[src/rtl/regfile_pkg.sv]
// Shared register-file constants and the write-arbiter FSM state encoding.
package regfile_pkg;

    localparam int REG_COUNT  = 32;
    localparam int REG_ADDR_W = 5;
    localparam logic [REG_ADDR_W-1:0] ZERO_REG = 5'd0;

    typedef enum logic [0:0] {
        ST_IDLE  = 1'b0,
        ST_CLEAR = 1'b1
    } arb_state_e;

endpackage

[src/rtl/regfile_wr_arbiter_rr_pick.sv]
// Combinational round-robin picker: first valid requester at or above rr_ptr, modulo NREQ.
module rr_pick #(
    parameter int NREQ  = 4,
    parameter int PTR_W = 2
) (
    input  logic [NREQ-1:0]  req_valid,
    input  logic [PTR_W-1:0] rr_ptr,
    output logic [NREQ-1:0]  grant,
    output logic [PTR_W-1:0] grant_idx,
    output logic             any
);

    logic [PTR_W:0]   sum_s;
    logic [PTR_W-1:0] pos_s;
    logic             hit_s;

    // Walk the requesters starting at rr_ptr; the first valid one takes the grant.
    always_comb begin
        grant     = {NREQ{1'b0}};
        grant_idx = {PTR_W{1'b0}};
        any       = 1'b0;
        sum_s     = {(PTR_W+1){1'b0}};
        pos_s     = {PTR_W{1'b0}};
        hit_s     = 1'b0;
        for (int k = 0; k < NREQ; k++) begin
            sum_s = {1'b0, rr_ptr} + (PTR_W+1)'(k);
            pos_s = (sum_s >= (PTR_W+1)'(NREQ)) ? PTR_W'(sum_s - (PTR_W+1)'(NREQ))
                                                : PTR_W'(sum_s);
            hit_s = !any && req_valid[pos_s];
            grant[pos_s] = grant[pos_s] | hit_s;
            grant_idx    = hit_s ? pos_s : grant_idx;
            any          = any | hit_s;
        end
    end

endmodule

[src/rtl/regfile_wr_arbiter.sv]
// Round-robin write-port arbiter for the 32x32 register file with register-0 write suppression.
// Optional bulk clear of registers 1..31 is compiled in when REGFILE_ARB_CLEAR_EN is defined.
module regfile_wr_arbiter
    import regfile_pkg::*;
#(
    parameter int NREQ   = 4,
    parameter int ADDR_W = 5,
    parameter int DATA_W = 32
) (
    input  logic                     clock,
    input  logic                     ctrl_reset_n,
    input  logic [NREQ-1:0]          req_valid,
    input  logic [NREQ*ADDR_W-1:0]   req_addr,
    input  logic [NREQ*DATA_W-1:0]   req_data,
    output logic [NREQ-1:0]          req_ready,
    input  logic                     clr_start,
    output logic                     wr_en,
    output logic [ADDR_W-1:0]        wr_addr,
    output logic [DATA_W-1:0]        wr_data,
    output logic                     busy,
    output logic                     clr_done
);

    localparam int PTR_W = $clog2(NREQ);

    logic [NREQ-1:0]   grant_s;
    logic [PTR_W-1:0]  grant_idx_s;
    logic              any_s;
    logic              grant_en_s;
    logic              accept_s;
    logic              clear_act_s;
    logic [ADDR_W-1:0] clr_addr_s;
    logic [ADDR_W-1:0] sel_addr_s;
    logic [DATA_W-1:0] sel_data_s;
    logic [PTR_W-1:0]  rr_ptr_r;
    logic              wr_en_r;
    logic [ADDR_W-1:0] wr_addr_r;
    logic [DATA_W-1:0] wr_data_r;

    rr_pick #(.NREQ(NREQ), .PTR_W(PTR_W)) u_pick (
        .req_valid (req_valid),
        .rr_ptr    (rr_ptr_r),
        .grant     (grant_s),
        .grant_idx (grant_idx_s),
        .any       (any_s)
    );

`ifdef REGFILE_ARB_CLEAR_EN
    localparam logic [REG_ADDR_W-1:0] LAST_REG = REG_ADDR_W'(REG_COUNT - 1);

    arb_state_e            state_r;
    arb_state_e            state_nxt_s;
    logic [REG_ADDR_W-1:0] cnt_r;
    logic                  last_s;
    logic                  clr_done_r;

    assign last_s = (cnt_r == LAST_REG);

    // Next-state logic: a clear request in IDLE wins over requesters.
    always_comb begin
        state_nxt_s = state_r;
        case (state_r)
            ST_IDLE:  state_nxt_s = clr_start ? ST_CLEAR : ST_IDLE;
            ST_CLEAR: state_nxt_s = last_s ? ST_IDLE : ST_CLEAR;
            default:  state_nxt_s = ST_IDLE;
        endcase
    end

    // State register.
    always_ff @(posedge clock or negedge ctrl_reset_n) begin
        if (!ctrl_reset_n) begin
            state_r <= ST_IDLE;
        end else begin
            state_r <= state_nxt_s;
        end
    end

    // Clear address counter; it stops at the last register instead of wrapping.
    always_ff @(posedge clock or negedge ctrl_reset_n) begin
        if (!ctrl_reset_n) begin
            cnt_r <= 5'd0;
        end else if (state_r == ST_IDLE && clr_start) begin
            cnt_r <= 5'd1;
        end else if (state_r == ST_CLEAR && !last_s) begin
            cnt_r <= cnt_r + 5'd1;
        end else begin
            cnt_r <= cnt_r;
        end
    end

    // Completion pulse travels with the write to the last register.
    always_ff @(posedge clock or negedge ctrl_reset_n) begin
        if (!ctrl_reset_n) begin
            clr_done_r <= 1'b0;
        end else begin
            clr_done_r <= (state_r == ST_CLEAR) && last_s;
        end
    end

    assign grant_en_s  = (state_r == ST_IDLE) && !clr_start;
    assign clear_act_s = (state_r == ST_CLEAR);
    assign clr_addr_s  = ADDR_W'(cnt_r);
    assign busy        = clear_act_s;
    assign clr_done    = clr_done_r;
`else
    logic unused_clr_s;

    assign unused_clr_s = clr_start;
    assign grant_en_s   = 1'b1;
    assign clear_act_s  = 1'b0;
    assign clr_addr_s   = {ADDR_W{1'b0}};
    assign busy         = 1'b0;
    assign clr_done     = 1'b0;
`endif

    assign req_ready = grant_en_s ? grant_s : {NREQ{1'b0}};
    assign accept_s  = grant_en_s && any_s;

    // One-hot mux of the granted requester's address and data.
    always_comb begin
        sel_addr_s = {ADDR_W{1'b0}};
        sel_data_s = {DATA_W{1'b0}};
        for (int i = 0; i < NREQ; i++) begin
            sel_addr_s = sel_addr_s | ({ADDR_W{grant_s[i]}} & req_addr[i*ADDR_W +: ADDR_W]);
            sel_data_s = sel_data_s | ({DATA_W{grant_s[i]}} & req_data[i*DATA_W +: DATA_W]);
        end
    end

    // Round-robin pointer moves just past the requester that was accepted.
    always_ff @(posedge clock or negedge ctrl_reset_n) begin
        if (!ctrl_reset_n) begin
            rr_ptr_r <= {PTR_W{1'b0}};
        end else if (accept_s) begin
            rr_ptr_r <= (grant_idx_s == PTR_W'(NREQ - 1)) ? {PTR_W{1'b0}}
                                                          : grant_idx_s + PTR_W'(1);
        end else begin
            rr_ptr_r <= rr_ptr_r;
        end
    end

    // Registered write port; address 0 completes the handshake but never writes.
    always_ff @(posedge clock or negedge ctrl_reset_n) begin
        if (!ctrl_reset_n) begin
            wr_en_r   <= 1'b0;
            wr_addr_r <= {ADDR_W{1'b0}};
            wr_data_r <= {DATA_W{1'b0}};
        end else if (clear_act_s) begin
            wr_en_r   <= 1'b1;
            wr_addr_r <= clr_addr_s;
            wr_data_r <= {DATA_W{1'b0}};
        end else if (accept_s) begin
            wr_en_r   <= (sel_addr_s != ADDR_W'(ZERO_REG));
            wr_addr_r <= sel_addr_s;
            wr_data_r <= sel_data_s;
        end else begin
            wr_en_r   <= 1'b0;
            wr_addr_r <= wr_addr_r;
            wr_data_r <= wr_data_r;
        end
    end

    assign wr_en   = wr_en_r;
    assign wr_addr = wr_addr_r;
    assign wr_data = wr_data_r;

endmodule

[config.mk]
export PLATFORM = sky130hd
export DESIGN_NAME = regfile_wr_arbiter
export DESIGN_NICKNAME = d
export VERILOG_FILES = /design/src/rtl/regfile_pkg.sv /design/src/rtl/regfile_wr_arbiter_rr_pick.sv /design/src/rtl/regfile_wr_arbiter.sv
export SDC_FILE = /design/constraint.sdc
export NUM_CORES = 1
export LEC_CHECK = 0
export ABC_CLOCK_PERIOD_IN_PS = 11950
export CAP_MARGIN = 20
export CORE_MARGIN = 2
export CORE_UTILIZATION = 32
export CTS_CLUSTER_SIZE = 30
export DETAILED_ROUTE_END_ITERATION = 7
export PLACE_DENSITY = 0.73
export SLEW_MARGIN = 20
export SYNTH_ARGS = -nofsm -noshare
export SYNTH_HDL_FRONTEND = slang
export SYNTH_SLANG_ARGS = --single-unit
[constraint.sdc]
create_clock -name clock -period 11.95 [get_ports clock]
set_input_delay 3.585 -clock clock [delete_from_list [all_inputs] [get_ports clock]]
set_output_delay 3.585 -clock clock [all_outputs]
set_load 0.03 [all_outputs]
* Word level (Yosys, flattened, before mapping) *
Index checks and enable logic that the tools add are counted.

word-level totals
  memories = 0
  output and inout port bits = 44
  bits in registers = 40
  RAM bits = 0
  latch bits = 0
  ROM bits = 0
  logic and storage cells = 95
  input port bits = 155

cells by class
  mux-type cells = 37
  reductions and logical operators = 11
  magnitude comparators = 12
  shifts and indexed selects = 0
  $add $sub $neg = 8
  bitwise operators = 22
  multipliers = 0
  equal/unequal tests = 1
  div/mod/pow operators = 0

operators with widths
  kind                                                                           count
  32-bit AND                                                                     4
  32-bit OR                                                                      3
  5-bit AND                                                                      4
  2-bit 2-to-1 mux                                                               9
  1-bit binary-select mux with 2-bit select                                      8
  5-bit OR                                                                       3
  1-bit 2-to-1 mux                                                               13
  4-bit bitwise mux                                                              3
  2-bit by 3-bit less-than comparator with 1-bit output (second input constant)  4
  3-bit >= comparator (second input constant)                                    3
  1-bit demux with 2-bit select                                                  4
  2-bit by 1-bit >= comparator with 1-bit output (second input constant)         4
  2-bit by 1-bit subtractor with 2-bit output (second input constant)            4
  1-bit logical AND                                                              7
  1-bit OR                                                                       7
  2-bit by 2-bit adder with 3-bit output (second input constant)                 2
  5-bit nonzero test                                                             1
  4-bit AND                                                                      1
  2-bit by 1-bit adder with 3-bit output (second input constant)                 1
  2-bit by 3-bit >= comparator with 1-bit output (second input constant)         1
  1-bit zero test                                                                3
  2-bit by 1-bit adder with 2-bit output (second input constant)                 1
  2-bit equality test (second input constant)                                    1

* Longest topological paths before layout *
  word-level depth = 25
  gate-level depth with buffers = 16
  gate-level depth less buffers = 11

* Cells and area by module *
Synthesis repeated with hierarchy kept, for this count alone.

unflattened totals
  cell total of the unflattened synthesis = 302
  area, all modules = 2813.9 sq um

modules (own cells, without submodules)
  module              area an instance (sq um)  instances  cells each  sequential area each (sq um)
  regfile_wr_arbiter  2165.8                    1          223         1001.0
  rr_pick             648.1                     1          79          0.0

* Worst setup path before layout *
No wires, ideal clock.

  path kind = input -> output
  start point = input req_valid[2]
  end point = output req_ready[2]
  required time = 8365 ps
  stages on the path = 9
  slack = 1989 ps
  buffers on the path = 3
  data arrival time = 6376 ps
  cells stage by stage = buf_2 -> mux4_2 -> nor3b_1 -> a211oi_2 -> o311ai_2 -> o22ai_1 -> a211oi_2 -> buf_6 -> clkbuf_1

on the way
  word-level cells in the longest chain between the ends = 16
  elaborated cells between the ends (all ways) = 30
  classes of those cells = 17 x mux; 7 x bitwise; 6 x reduce/logical

ends and longest elaborated chain
  element                                    RTL line                          text
  start, declared                            regfile_wr_arbiter.sv:12          input logic [NREQ-1:0] req_valid,
  1-bit binary-select mux with 2-bit select  regfile_wr_arbiter_rr_pick.sv:29  hit_s = !any && req_valid[pos_s];
  1-bit 2-to-1 mux (not written as such)     regfile_wr_arbiter_rr_pick.sv:29
  1-bit OR                                   regfile_wr_arbiter_rr_pick.sv:30  grant[pos_s] = grant[pos_s] | hit_s;
  4-bit AND (no source line)                 n/a
  1-bit binary-select mux with 2-bit select  regfile_wr_arbiter_rr_pick.sv:30
  1-bit 2-to-1 mux (not written as such)     regfile_wr_arbiter_rr_pick.sv:30
  1-bit OR                                   regfile_wr_arbiter_rr_pick.sv:30
  4-bit bitwise mux                          regfile_wr_arbiter_rr_pick.sv:30
  1-bit binary-select mux with 2-bit select  regfile_wr_arbiter_rr_pick.sv:30
  1-bit 2-to-1 mux (not written as such)     regfile_wr_arbiter_rr_pick.sv:30
  1-bit OR                                   regfile_wr_arbiter_rr_pick.sv:30
  4-bit bitwise mux                          regfile_wr_arbiter_rr_pick.sv:30
  1-bit binary-select mux with 2-bit select  regfile_wr_arbiter_rr_pick.sv:30
  1-bit 2-to-1 mux (not written as such)     regfile_wr_arbiter_rr_pick.sv:30
  1-bit OR                                   regfile_wr_arbiter_rr_pick.sv:30
  4-bit bitwise mux *                        regfile_wr_arbiter_rr_pick.sv:30
  end, declared                              regfile_wr_arbiter.sv:15          output logic [NREQ-1:0] req_ready,

Mark *: on every way between the ends. The rest lies on a longest branch, timed or not. The select of a mux whose other input is x is not followed.

* Worst setup path in the final report *
  start point = input req_valid[3]
  end point = output req_ready[3]

Same word-level chain as after synthesis.

==> key figures <==
Run status
  • Status: complete, no violations

Synth
  • EDFF count, synth: 0
  • Synth cell count leaders: 47 x nand2_1, 45 x nor2_1, 40 x dfrtp_1
  • Avg Cell Area, Syn: 8.62 µm²
  • Mapped Cells: 345
  • Synth Flop Type: dfrtp_1
  • Sequential-to-total area share from yosys stat: 33.7%
  • Top cell type's share of synthesized area: 33.7%
  • Synth Register Bits: 40
  • Top cells by area, synth: dfrtp_1 34%, a222oi_1 12%, a31oi_1 8.0%, nand2_1 5.9%, nor2_1 5.7%
  • Mapped cell area: 0.00297 mm²
  • Count leader, synth: nand2_1
  • Async SR Flop Fraction: 100%
  • YS warnings: 0
  • Largest area contributor in the netlist: dfrtp_1
  • Synth cell types: 59

Place
  • Placed Instances: 620
  • Post-DP HPWL: 8.24 mm
  • Routability Congestion: 0.818
  • Port Buffers: 195

Clocking
  • Htree depth: 2
  • Setup Buffers After CTS: 0
  • Post-CTS Hold Buffers: 0
  • Cts repair resizes: 0
  • Clock tree buffer depth: 2
  • Clk sinks: 40
  • TritonCTS clock tree: done
  • Clock Latency Late Sink: 0.31 ns
  • TritonCTS buffer count: 5
  • CTS root buf: clkbuf_8
  • Clk pin slew, worst setup/hold paths: 0.08 ns

GRT
  • Global route overflow: 0
  • GR Util All Layers: 20.8%
  • First-pass GRT wire length: 16.7 mm
  • Largest net degree at the start of global routing: 41
  • Vias in the first global route: 3378
  • Initial antenna violation count: 0

STA
  • Period utilization: 90.2%
  • Slew HR: 38.4%
  • Fin Setup TNS: 0 ns
  • Worst Skew: 0.0113 ns
  • Least-Margin Pin Slew: 0.925 ns
  • Min Tclk post-route: 10.78 ns
  • Fmax: 92.7 MHz
  • Final hold viol count: 0
  • Setup-failing EPs final: 0
  • RSZ-0062 raised after global routing: no
  • Slew Limit Fails: 0

Drt
  • Drt pass-1 iters: 7
  • Post-route DRC: 0
  • Initial DRC Count: 295
  • Vias: 3560
  • WL/cell: 17.3 µm
  • Routed WL: 10.9 mm
  • Vias per inst: 5.68
  • ANT nets after route: 0

Pwr
  • Leakage: 1.89 nW
  • PD cells: 386 mW/mm²
  • VDD IR-drop max: 252 µV

Finish
  • Finished Layout Cells: 627
  • Inserted Diodes: 0
  • Layout cell share with drive strength beyond 1: 6.40%
  • Nets: 675
  • Area Overhead vs Synth: 70.3%

Worst setup path
  • WS Path Type: in -> out
  • Critical path fanouts, max: 15
  • Critical Path End Type: output pin
  • Crit. Startpoint: req_valid[3]
  • WP data required: 8.37 ns
  • Startpoint types: primary input
  • Crit path arrival time: 7.20 ns

Die
  • Std-Cell Rows: 35
  • Die area: 0.0101 mm²
  • Core area: 0.00911 mm²
  • # IOs: 199
  • Starting density of the core: 32.6%
  • Chip width: 100 µm
  • Die Height: 100 µm

Flow run
  • Max_cap viols: 0

Worst hold path
  • Worst min-delay path category: reg -> reg
  • Hold Startpoint: wr_addr[3]$_DFFE_PN0P_
==> worst max-delay path, cell delays in order <==
cell and delay [ns]:
clkdlybuf4s50_1 0.54, mux4_2 0.71, mux2_4 0.44, a2111oi_0 0.61, nor3_1 0.10, o21ai_1 0.39
o221ai_4 0.18, clkdlybuf4s50_1 0.62
==> cells in the final DEF (no fill, tap or decap), types with 6 or more instances in the layout <==
| master | n |
|---|---|
| nor2_1 | 45 |
| inv_1 | 7 |
| nand2_1 | 46 |
| buf_4 | 6 |
| a222oi_1 | 36 |
| o21ai_0 | 8 |
| a21oi_1 | 7 |
| dfrtp_1 | 40 |
| a31oi_1 | 37 |
| clkdlybuf4s50_1 | 194 |
| nand3_1 | 6 |
==> logic make-up after synthesis <==
logic type / after synthesis / synth area share [%]
AO/OA/AOI/OAI: 124 / 34.0
AND/OR/NAND/NOR: 120 / 17.6
buffers and inverters: 45 / 6.99
flip-flops: 40 / 33.7
multiplexers: 9 / 5.35
adder cells (fa/ha/maj): 4 / 1.68
XOR/XNOR: 2 / 0.589
other: 1 / 0.126
==> flip-flops by register name, summed over array words and instances, names as in the netlist, named ones only <==
| signal | cells |
|---|---|
| rr_ptr_r | 1 |
| wr_addr | 5 |
| wr_data | 32 |
| wr_en | 1 |
==> stage by stage <==
| step | utilization [%] | hold WS, ns | setup WS, ns | total power [W] | cell area, µm² |
|---|---|---|---|---|---|
| 2_1_floorplan | - | 0.688 | 1.99 | 0.00138 | 2980 |
| 3_3_place_gp | 54.7 | 0.491 | 1.23 | 0.00185 | 4980 |
| 3_5_place_dp | 54.7 | 0.507 | 1.23 | 0.00188 | 4980 |
| 4_1_cts | 55.6 | 0.527 | 1.22 | 0.00198 | 5060 |
| 5_1_grt | 55.6 | 0.539 | 0.976 | 0.00212 | 5060 |
| 6_report | 55.6 | 0.520 | 1.17 | 0.00196 | 5060 |
==> final timing paths <==
path / to / slack [ns] / cells past startpoint
worst max-delay path: req_ready[3] / 1.17 / 8
worst min-delay path: wr_addr[3]$_DFFE_PN0P_ / 0.52 / 1
worst min register to register: wr_addr[3]$_DFFE_PN0P_ / 0.52 / 1
min in group asynchronous: wr_data[7]$_DFFE_PN0P_ / 3.41 / 1
max in group asynchronous: wr_data[24]$_DFFE_PN0P_ / 7.96 / 1
worst max register to register: wr_en$_DFF_PN0_ / 6.41 / 12
==> report_power, final <==
group | internal [W] | leakage [nW] | switching, W | total, W
clock | 0.0000397 | 0.0400 | 0.0000537 | 0.0000934
sequential | 0.000226 | 0.463 | 0.0000554 | 0.000282
combinational | 0.000645 | 1.39 | 0.000937 | 0.00158
==> metal layers <==
layer	share of wire (%)	vias up	global-route usage, %
met4	0.76	0	4.21
met3	7.9	7	3.83
met2	50	167	35.2
met1	41	1692	27.8
met5	0	-	0
li1	-	1694	-
==> area by class of cell <==
type / count / area (µm²)
fill: 825 / 4050
sequential: 40 / 1000
clock buffer: 5 / 68.8
inverter: 7 / 26.3
clock inverter: 2 / 12.5
timing repair buffer: 201 / 1990
multi-input combinational: 261 / 1820
tap: 111 / 139
No activity file was read; power rests on OpenSTA's default activity.
